**config.mk**
```make
export PLATFORM = sky130hd
export DESIGN_NAME = imem_dmem_arbiter
export DESIGN_NICKNAME = d
export VERILOG_FILES = /design/src/rtl/imem_dmem_arbiter_pkg.sv /design/src/rtl/imem_dmem_arbiter_starve_counter.sv /design/src/rtl/imem_dmem_arbiter.sv
export SDC_FILE = /design/constraint.sdc
export NUM_CORES = 1
export LEC_CHECK = 0
export CORE_MARGIN = 8
export CORE_UTILIZATION = 60
export DETAILED_ROUTE_END_ITERATION = 16
export DONT_BUFFER_PORTS = 1
export PLACE_DENSITY = 0.74
export SYNTH_ARGS = -nofsm -noshare
export SYNTH_HDL_FRONTEND = slang
export SYNTH_HIERARCHICAL = 1
export SYNTH_SLANG_ARGS = --single-unit
```
**constraint.sdc**
```tcl
create_clock -name clk -period 2.8 [get_ports clk]
set_input_delay 0.28 -clock clk [delete_from_list [all_inputs] [get_ports clk]]
set_output_delay 0.28 -clock clk [all_outputs]
set_load 0.05 [all_outputs]
```
**src/rtl/imem_dmem_arbiter_pkg.sv**
```systemverilog
// Shared types and constants for the unified code+data memory arbiter.
// Holds the response-owner encoding and word/byte geometry.
package arb_pkg;

   typedef enum logic [1:0] {
      OWN_NONE = 2'd0,
      OWN_IF   = 2'd1,
      OWN_D    = 2'd2
   } owner_t;

   localparam logic [31:0] RESET_PC   = 32'h0000_3000;
   localparam int          WORD_BYTES = 4;
   localparam int          BYTE_OFF_W = $clog2(WORD_BYTES);

endpackage

```
**src/rtl/imem_dmem_arbiter_starve_counter.sv**
```systemverilog
// Saturating count of consecutive denied fetch cycles.
// limit_hit is registered so it is glitch-free when it feeds the grant logic.
module starve_counter #(
   parameter int STARVE_LIM = 4
) (
   input  logic clk,
   input  logic reset,
   input  logic inc,
   input  logic clr,
   output logic limit_hit
);

   localparam logic [3:0] LIM = 4'(STARVE_LIM);

   logic [3:0] cnt_r;
   logic [3:0] cnt_s;
   logic       limit_r;

   // next count: clear wins, otherwise increment until the limit is reached
   always_comb begin
      cnt_s = cnt_r;
      if (clr) begin
         cnt_s = 4'd0;
      end else if (inc && (cnt_r < LIM)) begin
         cnt_s = cnt_r + 4'd1;
      end else begin
         cnt_s = cnt_r;
      end
   end

   // count and limit flag registers
   always_ff @(posedge clk) begin
      if (reset) begin
         cnt_r   <= 4'd0;
         limit_r <= 1'b0;
      end else begin
         cnt_r   <= cnt_s;
         limit_r <= (cnt_s == LIM);
      end
   end

   assign limit_hit = limit_r;

endmodule

```
**src/rtl/imem_dmem_arbiter.sv**
```systemverilog
// Arbiter sharing one single-port synchronous RAM between fetch (read-only)
// and the MEM stage; data has priority, a starvation counter lets fetch through.
module imem_dmem_arbiter
   import arb_pkg::*;
#(
   parameter int ADDR_W     = 10,
   parameter int STARVE_LIM = 4
) (
   input  logic              clk,
   input  logic              reset,
   input  logic              if_req,
   input  logic [31:0]       if_addr,
   output logic              if_gnt,
   output logic              if_rvalid,
   output logic [31:0]       if_rdata,
   output logic              stall_if,
   input  logic              d_req,
   input  logic              d_we,
   input  logic [3:0]        d_be,
   input  logic [31:0]       d_addr,
   input  logic [31:0]       d_wdata,
   output logic              d_gnt,
   output logic              d_rvalid,
   output logic [31:0]       d_rdata,
   output logic              mem_en,
   output logic [3:0]        mem_we,
   output logic [ADDR_W-1:0] mem_addr,
   output logic [31:0]       mem_wdata,
   input  logic [31:0]       mem_rdata
);

   localparam int HI = ADDR_W + BYTE_OFF_W - 1;

   logic              limit_hit_s;
   logic              if_sel_s;
   logic              d_sel_s;
   logic              starve_inc_s;
   logic              starve_clr_s;
   owner_t            resp_owner_r;
   owner_t            resp_owner_s;
   logic [ADDR_W-1:0] mem_addr_r;
   logic [31:0]       mem_wdata_r;
   logic [31:0]       if_rdata_r;
   logic [31:0]       d_rdata_r;
   logic              unused_addr_bits_s;

   // Addresses wrap: byte offset and bits above the RAM size are dropped.
   assign unused_addr_bits_s = ^{if_addr[31:HI+1], if_addr[BYTE_OFF_W-1:0],
                                 d_addr[31:HI+1],  d_addr[BYTE_OFF_W-1:0]};

   // grant selection and fetch stall
   always_comb begin
      d_sel_s  = 1'b0;
      if_sel_s = 1'b0;
      if (reset) begin
         d_sel_s  = 1'b0;
         if_sel_s = 1'b0;
      end else if (d_req && !(if_req && limit_hit_s)) begin
         d_sel_s = 1'b1;
      end else if (if_req) begin
         if_sel_s = 1'b1;
      end else begin
         d_sel_s  = 1'b0;
         if_sel_s = 1'b0;
      end
      if_gnt       = if_sel_s;
      d_gnt        = d_sel_s;
      stall_if     = !reset && if_req && !if_sel_s;
      starve_inc_s = if_req && !if_sel_s;
      starve_clr_s = !if_req || if_sel_s;
   end

   starve_counter #(
      .STARVE_LIM (STARVE_LIM)
   ) u_starve (
      .clk       (clk),
      .reset     (reset),
      .inc       (starve_inc_s),
      .clr       (starve_clr_s),
      .limit_hit (limit_hit_s)
   );

   // RAM port drive; address and write data hold when nobody is granted
   always_comb begin
      mem_en    = if_sel_s | d_sel_s;
      mem_we    = 4'b0000;
      mem_addr  = mem_addr_r;
      mem_wdata = mem_wdata_r;
      if (d_sel_s) begin
         mem_addr  = d_addr[HI:BYTE_OFF_W];
         mem_wdata = d_wdata;
         if (d_we) begin
            mem_we = d_be;
         end else begin
            mem_we = 4'b0000;
         end
      end else if (if_sel_s) begin
         mem_addr = if_addr[HI:BYTE_OFF_W];
      end else begin
         mem_addr = mem_addr_r;
      end
   end

   // owner of next cycle's read data; writes produce no response
   always_comb begin
      resp_owner_s = OWN_NONE;
      if (d_sel_s && !d_we) begin
         resp_owner_s = OWN_D;
      end else if (if_sel_s) begin
         resp_owner_s = OWN_IF;
      end else begin
         resp_owner_s = OWN_NONE;
      end
   end

   // hold registers for RAM port and response owner
   always_ff @(posedge clk) begin
      if (reset) begin
         mem_addr_r   <= '0;
         mem_wdata_r  <= 32'h0;
         resp_owner_r <= OWN_NONE;
      end else begin
         resp_owner_r <= resp_owner_s;
         if (mem_en) begin
            mem_addr_r <= mem_addr;
         end
         if (d_sel_s) begin
            mem_wdata_r <= d_wdata;
         end
      end
   end

   // response steering; the non-owner keeps its last read data
   always_comb begin
      if_rvalid = 1'b0;
      d_rvalid  = 1'b0;
      if_rdata  = if_rdata_r;
      d_rdata   = d_rdata_r;
      if (reset) begin
         if_rdata = 32'h0;
         d_rdata  = 32'h0;
      end else begin
         case (resp_owner_r)
            OWN_IF: begin
               if_rvalid = 1'b1;
               if_rdata  = mem_rdata;
            end
            OWN_D: begin
               d_rvalid = 1'b1;
               d_rdata  = mem_rdata;
            end
            default: if_rvalid = 1'b0;
         endcase
      end
   end

   // last delivered read data per requester
   always_ff @(posedge clk) begin
      if (reset) begin
         if_rdata_r <= 32'h0;
         d_rdata_r  <= 32'h0;
      end else begin
         if (if_rvalid) begin
            if_rdata_r <= mem_rdata;
         end
         if (d_rvalid) begin
            d_rdata_r <= mem_rdata;
         end
      end
   end

endmodule

```
After elaboration in Yosys (flattened, before gate mapping)
Cells that the tools add are included.

storage, ports and cells
  register bits after elaboration = 113
  latch bits = 0
  memory bits (writable) = 0
  bits in read-only memories = 0
  bits of input ports = 137
  output and inout bits = 116
  word-level logic and storage cells = 50
  memories = 0

cells by class
  add/subtract/negate cells = 1
  multipliers = 0
  divide/modulo/power cells = 0
  order comparisons = 1
  equal/unequal tests = 3
  shift operators = 0
  muxes and demuxes = 22
  bitwise operators = 1
  reduce and logical (&&, ||, !) cells = 14

operator list
  kind                                                        count
  2-to-1 mux 32 bit                                           5
  2-to-1 mux 10 bit                                           2
  2-to-1 mux 4 bit                                            4
  2-to-1 mux 1 bit                                            10
  logical AND 1 bit                                           7
  zero test 1 bit                                             5
  adder 4 x 1 -> 4 bit, second input constant                 1
  equality test 4 x 3 -> 1 bit, second input constant         1
  less-than comparator 4 x 3 -> 1 bit, second input constant  1
  equality test 2 x 1 -> 1 bit, second input constant         1
  equality test 2 bit, second input constant                  1
  2-to-1 mux 2 bit                                            1
  OR reduction 2 bit                                          1
  logical OR 1 bit                                            1
  OR 1 bit                                                    1

Depth between registers and ports, before layout
Gate-level depths: netlist of the first run.

  word-level depth = 11
  mapped depth = 7
  mapped depth without buffers = 6

Cells and area by module
The synthesis of the first run kept the hierarchy.

by module, submodules not included
  module             instances  cells each  area each (um^2)  sequential area each (um^2)
  imem_dmem_arbiter  1          610         4,710.8           2,162.1
  starve_counter     1          20          215.2             100.1

Worst setup path before layout of the first run
No wires, ideal clock.

  path kind = reg2out
  start = register u_starve.limit_r, in the netlist u_starve/limit_hit
  end = output mem_addr[2]
  arrival time = 1.827 ns
  required time = 2.520 ns
  setup slack = 0.693 ns
  stages on the path, launching flop included = 4
  buffers on the path = 0
  cell sequence = dfxtp_1 -> nand2b_1 -> a32oi_1 -> o21ai_0

between the ends
  word-level cells in the longest chain between the ends = 7
  elaborated cells between the ends (all ways) = 9
  classes of those cells = mux: 6; reduce/logical: 3

RTL lines
  what                    RTL line                                text
  start, declared         imem_dmem_arbiter_starve_counter.sv:17  logic limit_r;
  start signal, assigned  imem_dmem_arbiter_starve_counter.sv:38  limit_r <= (cnt_s == LIM);
  logical AND 1 bit *     imem_dmem_arbiter.sv:58                 end else if (d_req && !(if_req && limit_hit_s)) begin
  zero test 1 bit *       imem_dmem_arbiter.sv:58
  logical AND 1 bit *     imem_dmem_arbiter.sv:58
  2-to-1 mux 1 bit        imem_dmem_arbiter.sv:58
  2-to-1 mux 1 bit        imem_dmem_arbiter.sv:55                 if (reset) begin
  2-to-1 mux 10 bit       imem_dmem_arbiter.sv:97                 end else if (if_sel_s) begin
  2-to-1 mux 10 bit *     imem_dmem_arbiter.sv:89                 if (d_sel_s) begin
  end, declared           imem_dmem_arbiter.sv:27                 output logic [ADDR_W-1:0] mem_addr,

Every way passes the cells marked *; elsewhere a longest branch is shown, timed or not.

Worst setup path after layout of the first run
  start = register u_starve.limit_r, in the netlist u_starve/limit_hit
  end = output mem_addr[0]

between the ends
  elaborated cells between the ends (all ways) = 9
  classes of those cells = mux: 6; reduce/logical: 3

RTL lines
  what               RTL line                 text
  logical AND 1 bit  imem_dmem_arbiter.sv:58
  zero test 1 bit    imem_dmem_arbiter.sv:58
  logical AND 1 bit  imem_dmem_arbiter.sv:58
  2-to-1 mux 1 bit   imem_dmem_arbiter.sv:58
  2-to-1 mux 1 bit   imem_dmem_arbiter.sv:55
  via d_gnt          imem_dmem_arbiter.sv:22  output logic d_gnt,
  2-to-1 mux 10 bit  imem_dmem_arbiter.sv:89

The timed path passes the listed nets, and every way through them passes these cells.

==> metrics.md, run 1 <==
| Metric | Value |
|---|---|
| Status | `completed` |
| Initial Utilization | `0.609` |
| Worst Max-Slew Pin Slew | `0.581 ns` |
| Endpoints failing setup | `0` |
| Post-route ant nets | `0` |
| Max Fclk | `0.389 GHz` |
| DRT Pass-1 Iters | `5` |
| IO Pins | `253` |
| Static Leak | `2.81 nW` |
| Nets | `898` |
| CTS tree | `built` |
| P per Cell Area | `675 mW/mm²` |
| Placed cell areas | `0.00538 mm²` |
| Register area | `0.00226 mm²` |
| Total Neg Setup Slack | `0 ns` |
| Hold WC Path Type | `in2reg` |
| Largest net degree at the start of global routing | `113` |
| Synthesized area per cell | `7.82 µm²` |
| CP arrival | `2.29 ns` |
| # resized after CTS | `0` |
| P&R area growth vs syn | `38.5%` |
| Register area share after synthesis | `0.459` |
| CTS HTree Levels | `4` |
| Antenna violations before repair | `1` |
| Clock buffer depth | `2` |
| Residual DRC count | `0` |
| Sink Count | `113` |
| CP max-delay cell | `a221o_1` |
| Post-Syn Nets | `768` |
| Global-route wire length before repair | `26.2 mm` |
| Final Wtd Congestion | `0.782` |
| RSZ-0062 raised after global routing | `false` |
| Fillers | `461` |
| Most common library cell in the layout ignoring fill and taps | `a21oi_1` |
| Worst skew pair latency | `0.50 ns` |
| CP max FO | `34` |
| WP data required | `2.52 ns` |
| Final instance area | `0.00682 mm²` |
| Crit start category | `flip-flop` |
| Placed cell count | `764` |
| Vias per cell | `6.01` |
| Clock slew at reported path FFs | `0.05 ns` |
| Slowest stage delay, CP | `0.59 ns` |
| Vias in the first global route | `5,263` |
| Final Hold Vio Count | `0` |
| Share of layout cells above drive strength 1 | `0.181` |
| Slew HR | `0.609` |
| Max-cap viol count | `0` |
| IO buf count | `0` |
| Critical path cell sequence | `a21bo_4 -> nor2_4 -> a221o_1` |
| Via count | `5,263` |
| DP HPWL | `9.17 mm` |
| Min Tclk post-route | `2.57 ns` |
| Root buf cell | `clkbuf_8` |
| Area of the multi-input gates | `0.00237 mm²` |
| Slew Viols, Final | `0` |
| Total wire length | `16.6 mm` |
| Row Count | `33` |
| Core area | `0.00809 mm²` |
| Commonest non-fill, non-tap cells in the layout | `a21oi_1 (167), nand2_1 (166), dfxtp_1 (113)` |
| Mapped Area | `0.00493 mm²` |
| Post-route clock period utilization | `0.919` |
| Setup CP Type | `reg2out` |
| Starting DRC count in detailed routing | `339` |
| Clock Skew | `0.00879 ns` |
| Yosys cell types | `36` |
| Worst vdd ir | `0.000562 V` |
| Critical Path End Type | `output port` |
| Die area | `0.0114 mm²` |
| Register bit total from synthesis | `113` |
| Cells after Synth | `630` |
| Die Ht | `107 µm` |
| DR WL/cell | `19.0 µm` |
| Die X | `107 µm` |
| Ys Warns | `6` |
| Num CTS Buffers | `17` |
| Overall routing resource usage | `0.284` |
| Grt ovf | `0` |
| Final non-filler cell total | `876` |
[flip-flops by register name, indices dropped and copies added (netlist names)]
signal and flops:
d_rdata_r 32, resp_owner_r 2, if_rdata_r 32, mem_addr_r 10, mem_wdata_r 32, u_starve/limit_hit 1, u_starve/cnt_r 4
[final cells by class]
type | instances | share of cell area
clock buffer | 24 | 0.0733
timing repair buffer | 163 | 0.212
clock inverter | 5 | 0.0147
multi-input combinational | 461 | 0.347
tap | 105 | 0.0193
antenna | 1 | 0.000367
inverter | 4 | 0.00220
sequential | 113 | 0.332
[metrics by stage]
stage	util	hold slack, ns	total power, W	worst slack (ns)
after floorplan	-	0.351	0.00226	0.693
after global placement	0.665	0.361	0.00231	0.800
after detailed placement	0.665	0.364	0.00233	0.767
after CTS	0.843	0.00990	0.00460	0.220
after global routing	0.843	0.0265	0.00474	0.159
final	0.843	0.0246	0.00461	0.227
[where the power goes]
group	leakage (nW)	internal [W]	switching [W]
Combinational	1.59	0.000220	0.000537
Clock	0.299	0.00148	0.000681
Sequential	0.921	0.00167	0.0000196
[timing repair]
item / in CTS / in global routing
hold endpoints to repair: 113 / 0
setup buffers: 0 / 0
hold buffers: 82 / 0
[worst max-delay path, delay by kind of cell (launching register included)]
family,cells,cell delay (ns)
AOI/OAI and AO/OA,2,0.95
DFF,1,0.35
and+or+nand+nor,1,0.48
[synthesized netlist by cell type]
master / count / share of area
ha_1: 1 / 0.0025
nand3_1: 12 / 0.012
nand2b_1: 4 / 0.0051
o21ai_1: 16 / 0.016
buf_4: 3 / 0.0046
and3_1: 4 / 0.0051
buf_8: 1 / 0.0030
inv_1: 4 / 0.0030
mux2i_1: 1 / 0.0020
o21ai_0: 23 / 0.023
a221o_1: 8 / 0.016
a21oi_2: 1 / 0.0018
or4_1: 1 / 0.0015
nor2b_1: 3 / 0.0038
a21bo_4: 1 / 0.0033
a31oi_1: 1 / 0.0013
a32oi_1: 6 / 0.011
nor3b_4: 1 / 0.0038
clkbuf_1: 6 / 0.0046
a21oi_1: 167 / 0.17
nand2_1: 166 / 0.13
and2_1: 4 / 0.0051
o21bai_2: 1 / 0.0023
xnor2_1: 1 / 0.0018
nand3_2: 20 / 0.041
a21boi_2: 1 / 0.0023
nor2_1: 4 / 0.0030
nor2_4: 1 / 0.0023
nor3_1: 6 / 0.0061
nor2_2: 1 / 0.0013
or3_1: 1 / 0.0013
nand3b_1: 1 / 0.0015
and2_0: 4 / 0.0051
buf_2: 38 / 0.039
buf_6: 4 / 0.0091
dfxtp_1: 113 / 0.46
[logic make-up (layout without fill, tap and decap cells)]
group	count (synthesis)	after routing	synth area share
simple gates	233	233	0.224
buf+inv	56	196	0.0630
other cells	0	1	0
xor+xnor	1	1	0.00178
flops	113	113	0.459
mux	1	1	0.00203
compound gates	225	225	0.247
fa+ha+maj	1	1	0.00254
[final timing paths]
path / from / endpoint / slack [ns] / depth (start not counted)
max: u_starve/limit_hit / mem_addr[0] / 0.23 / 3
min: if_req / mem_addr_r[5] / 0.02 / 2
max reg2reg: u_starve/limit_hit / mem_addr_r[0] / 0.66 / 4
min reg2reg: mem_addr_r[5] / mem_addr_r[5] / 0.46 / 2
[metal layers]
layer	vias to the layer above	track usage	routed length, µm
met5	-	0	0
met4	0	0.136	524
met3	49	0.0942	1450
met2	289	0.492	8670
met1	2488	0.306	5970
li1	2437	-	-
Power figures use the tool's default switching activity.
==> run 2, diff against run 1 <==
- CORE_UTILIZATION: 60 -> 50
- PLACE_DENSITY: 0.74 -> 0.63
==> run 2 against run 1 <==
  * Sequential power is essentially flat
  * Largest power group unchanged
  * Hold slack gained 0.015 ns
  * Power shrank 4.1%
  * Maximum frequency shrank 0.46%
  * Clock power shrank 8%
  * Wire length shrank 7.8%
  * Count of clock-buffer cells in the layout shrank 3
  * Register-to-register slack is essentially flat
==> metrics.md, run 2 (same netlist as run 1, synthesis figures left out) <==
| Metric | Value |
|---|---|
| Fillers | `785` |
| Antenna violations before repair | `0` |
| Clock buffer depth | `2` |
| DRT Pass-1 Iters | `5` |
| Area of the multi-input gates | `0.00237 mm²` |
| Post-route ant nets | `0` |
| Total Neg Setup Slack | `0 ns` |
| Vias per cell | `5.57` |
| Core area | `0.00968 mm²` |
| Sink Count | `113` |
| Die area | `0.0133 mm²` |
| Clock slew at reported path FFs | `0.05 ns` |
| Most common library cell in the layout ignoring fill and taps | `a21oi_1` |
| WP data required | `2.52 ns` |
| Crit start category | `flip-flop` |
| P&R area growth vs syn | `38.3%` |
| Worst vdd ir | `0.000387 V` |
| Setup CP Type | `reg2out` |
| Slew HR | `0.567` |
| Num CTS Buffers | `17` |
| CP max FO | `34` |
| Total wire length | `15.3 mm` |
| Initial Utilization | `0.509` |
| Final instance area | `0.00681 mm²` |
| DP HPWL | `8.93 mm` |
| Row Count | `36` |
| Static Leak | `2.79 nW` |
| Starting DRC count in detailed routing | `366` |
| Worst skew pair latency | `0.49 ns` |
| Post-route clock period utilization | `0.923` |
| Vias in the first global route | `5,016` |
| Worst reg-to-reg path cell count | `4` |
| # resized after CTS | `0` |
| Final Hold Vio Count | `0` |
| Worst Max-Slew Pin Slew | `0.642 ns` |
| Nets | `898` |
| Overall routing resource usage | `0.227` |
| Endpoints failing setup | `0` |
| Slew Viols, Final | `0` |
| IO buf count | `0` |
| Largest net degree at the start of global routing | `113` |
| CP arrival | `2.30 ns` |
| Final Wtd Congestion | `0.773` |
| Commonest non-fill, non-tap cells in the layout | `a21oi_1 (167), nand2_1 (166), dfxtp_1 (113)` |
| Placed cell areas | `0.00541 mm²` |
| Die Ht | `115 µm` |
| CTS HTree Levels | `4` |
| Global-route wire length before repair | `24.3 mm` |
| Min Tclk post-route | `2.58 ns` |
| DR WL/cell | `16.9 µm` |
| Max Fclk | `0.387 GHz` |
| Status | `completed` |
| Hold buffers post-CTS | `83` |
| Root buf cell | `clkbuf_8` |
| Hold WC Path Type | `in2reg` |
| Post-CTS Setup Bufs | `0` |
| Registers with the most flip-flops | `d_rdata_r x32, if_rdata_r x32, mem_wdata_r x32` |
| Via count | `5,050` |
| Critical Path End Type | `output port` |
| Max-cap viol count | `0` |
| Grt ovf | `0` |
| Residual DRC count | `0` |
| P per Cell Area | `649 mW/mm²` |
| WHS Path Cells | `2` |
| Share of layout cells above drive strength 1 | `0.180` |
| Die X | `115 µm` |
| IO Pins | `253` |
| RSZ-0062 raised after global routing | `false` |
| CTS tree | `built` |
| Clock Skew | `0.00622 ns` |
| Register area | `0.00226 mm²` |
[run 2: final cells by class]
class,instances,share of cell area
Tap cell,133,0.0244
Sequential cell,113,0.332
Clock buffer,21,0.0645
Timing Repair Buffer,163,0.213
Multi-Input combinational cell,461,0.347
Clock inverter,11,0.0167
Antenna cell,1,0.000367
Inverter,4,0.00220
[run 2: stage by stage]
stage,worst slack (ns),hold WS (ns),util,cells,power (W)
floorplan,0.693,0.351,-,630,0.00226
finish,0.215,0.0394,0.704,907,0.00442
CTS,0.228,0.000869,0.703,906,0.00445
detailed placement,0.765,0.360,0.559,791,0.00233
global placement,0.790,0.360,0.559,791,0.00232
global route,0.148,0.00971,0.703,906,0.00459
[run 2: worst max-delay path: stages, from the launching register on]
cell	delay, ns
dfxtp_1	0.36
a21bo_4	0.36
nor2_4	0.48
a221o_1	0.61
[run 2: per-layer routing]
layer,wire (µm),global-route usage,share of wire
met5,0,0,0
met4,319,0.101,0.021
met3,1180,0.0625,0.077
met2,7900,0.403,0.52
met1,5940,0.248,0.39
[run 2: worst paths after layout]
| path | start | end | slack (ns) |
|---|---|---|---|
| hold / removal | if_req | mem_addr_r[9] | 0.04 |
| setup / recovery | u_starve/limit_hit | mem_addr[0] | 0.22 |
| hold reg to reg | if_rdata_r[7] | if_rdata_r[7] | 0.46 |
| setup reg to reg | u_starve/limit_hit | mem_addr_r[3] | 0.65 |
[run 2: report_power, final]
part	internal, W	switching (W)
sequential	0.00167	0.0000169
combinational	0.000220	0.000525
clock	0.00128	0.000707
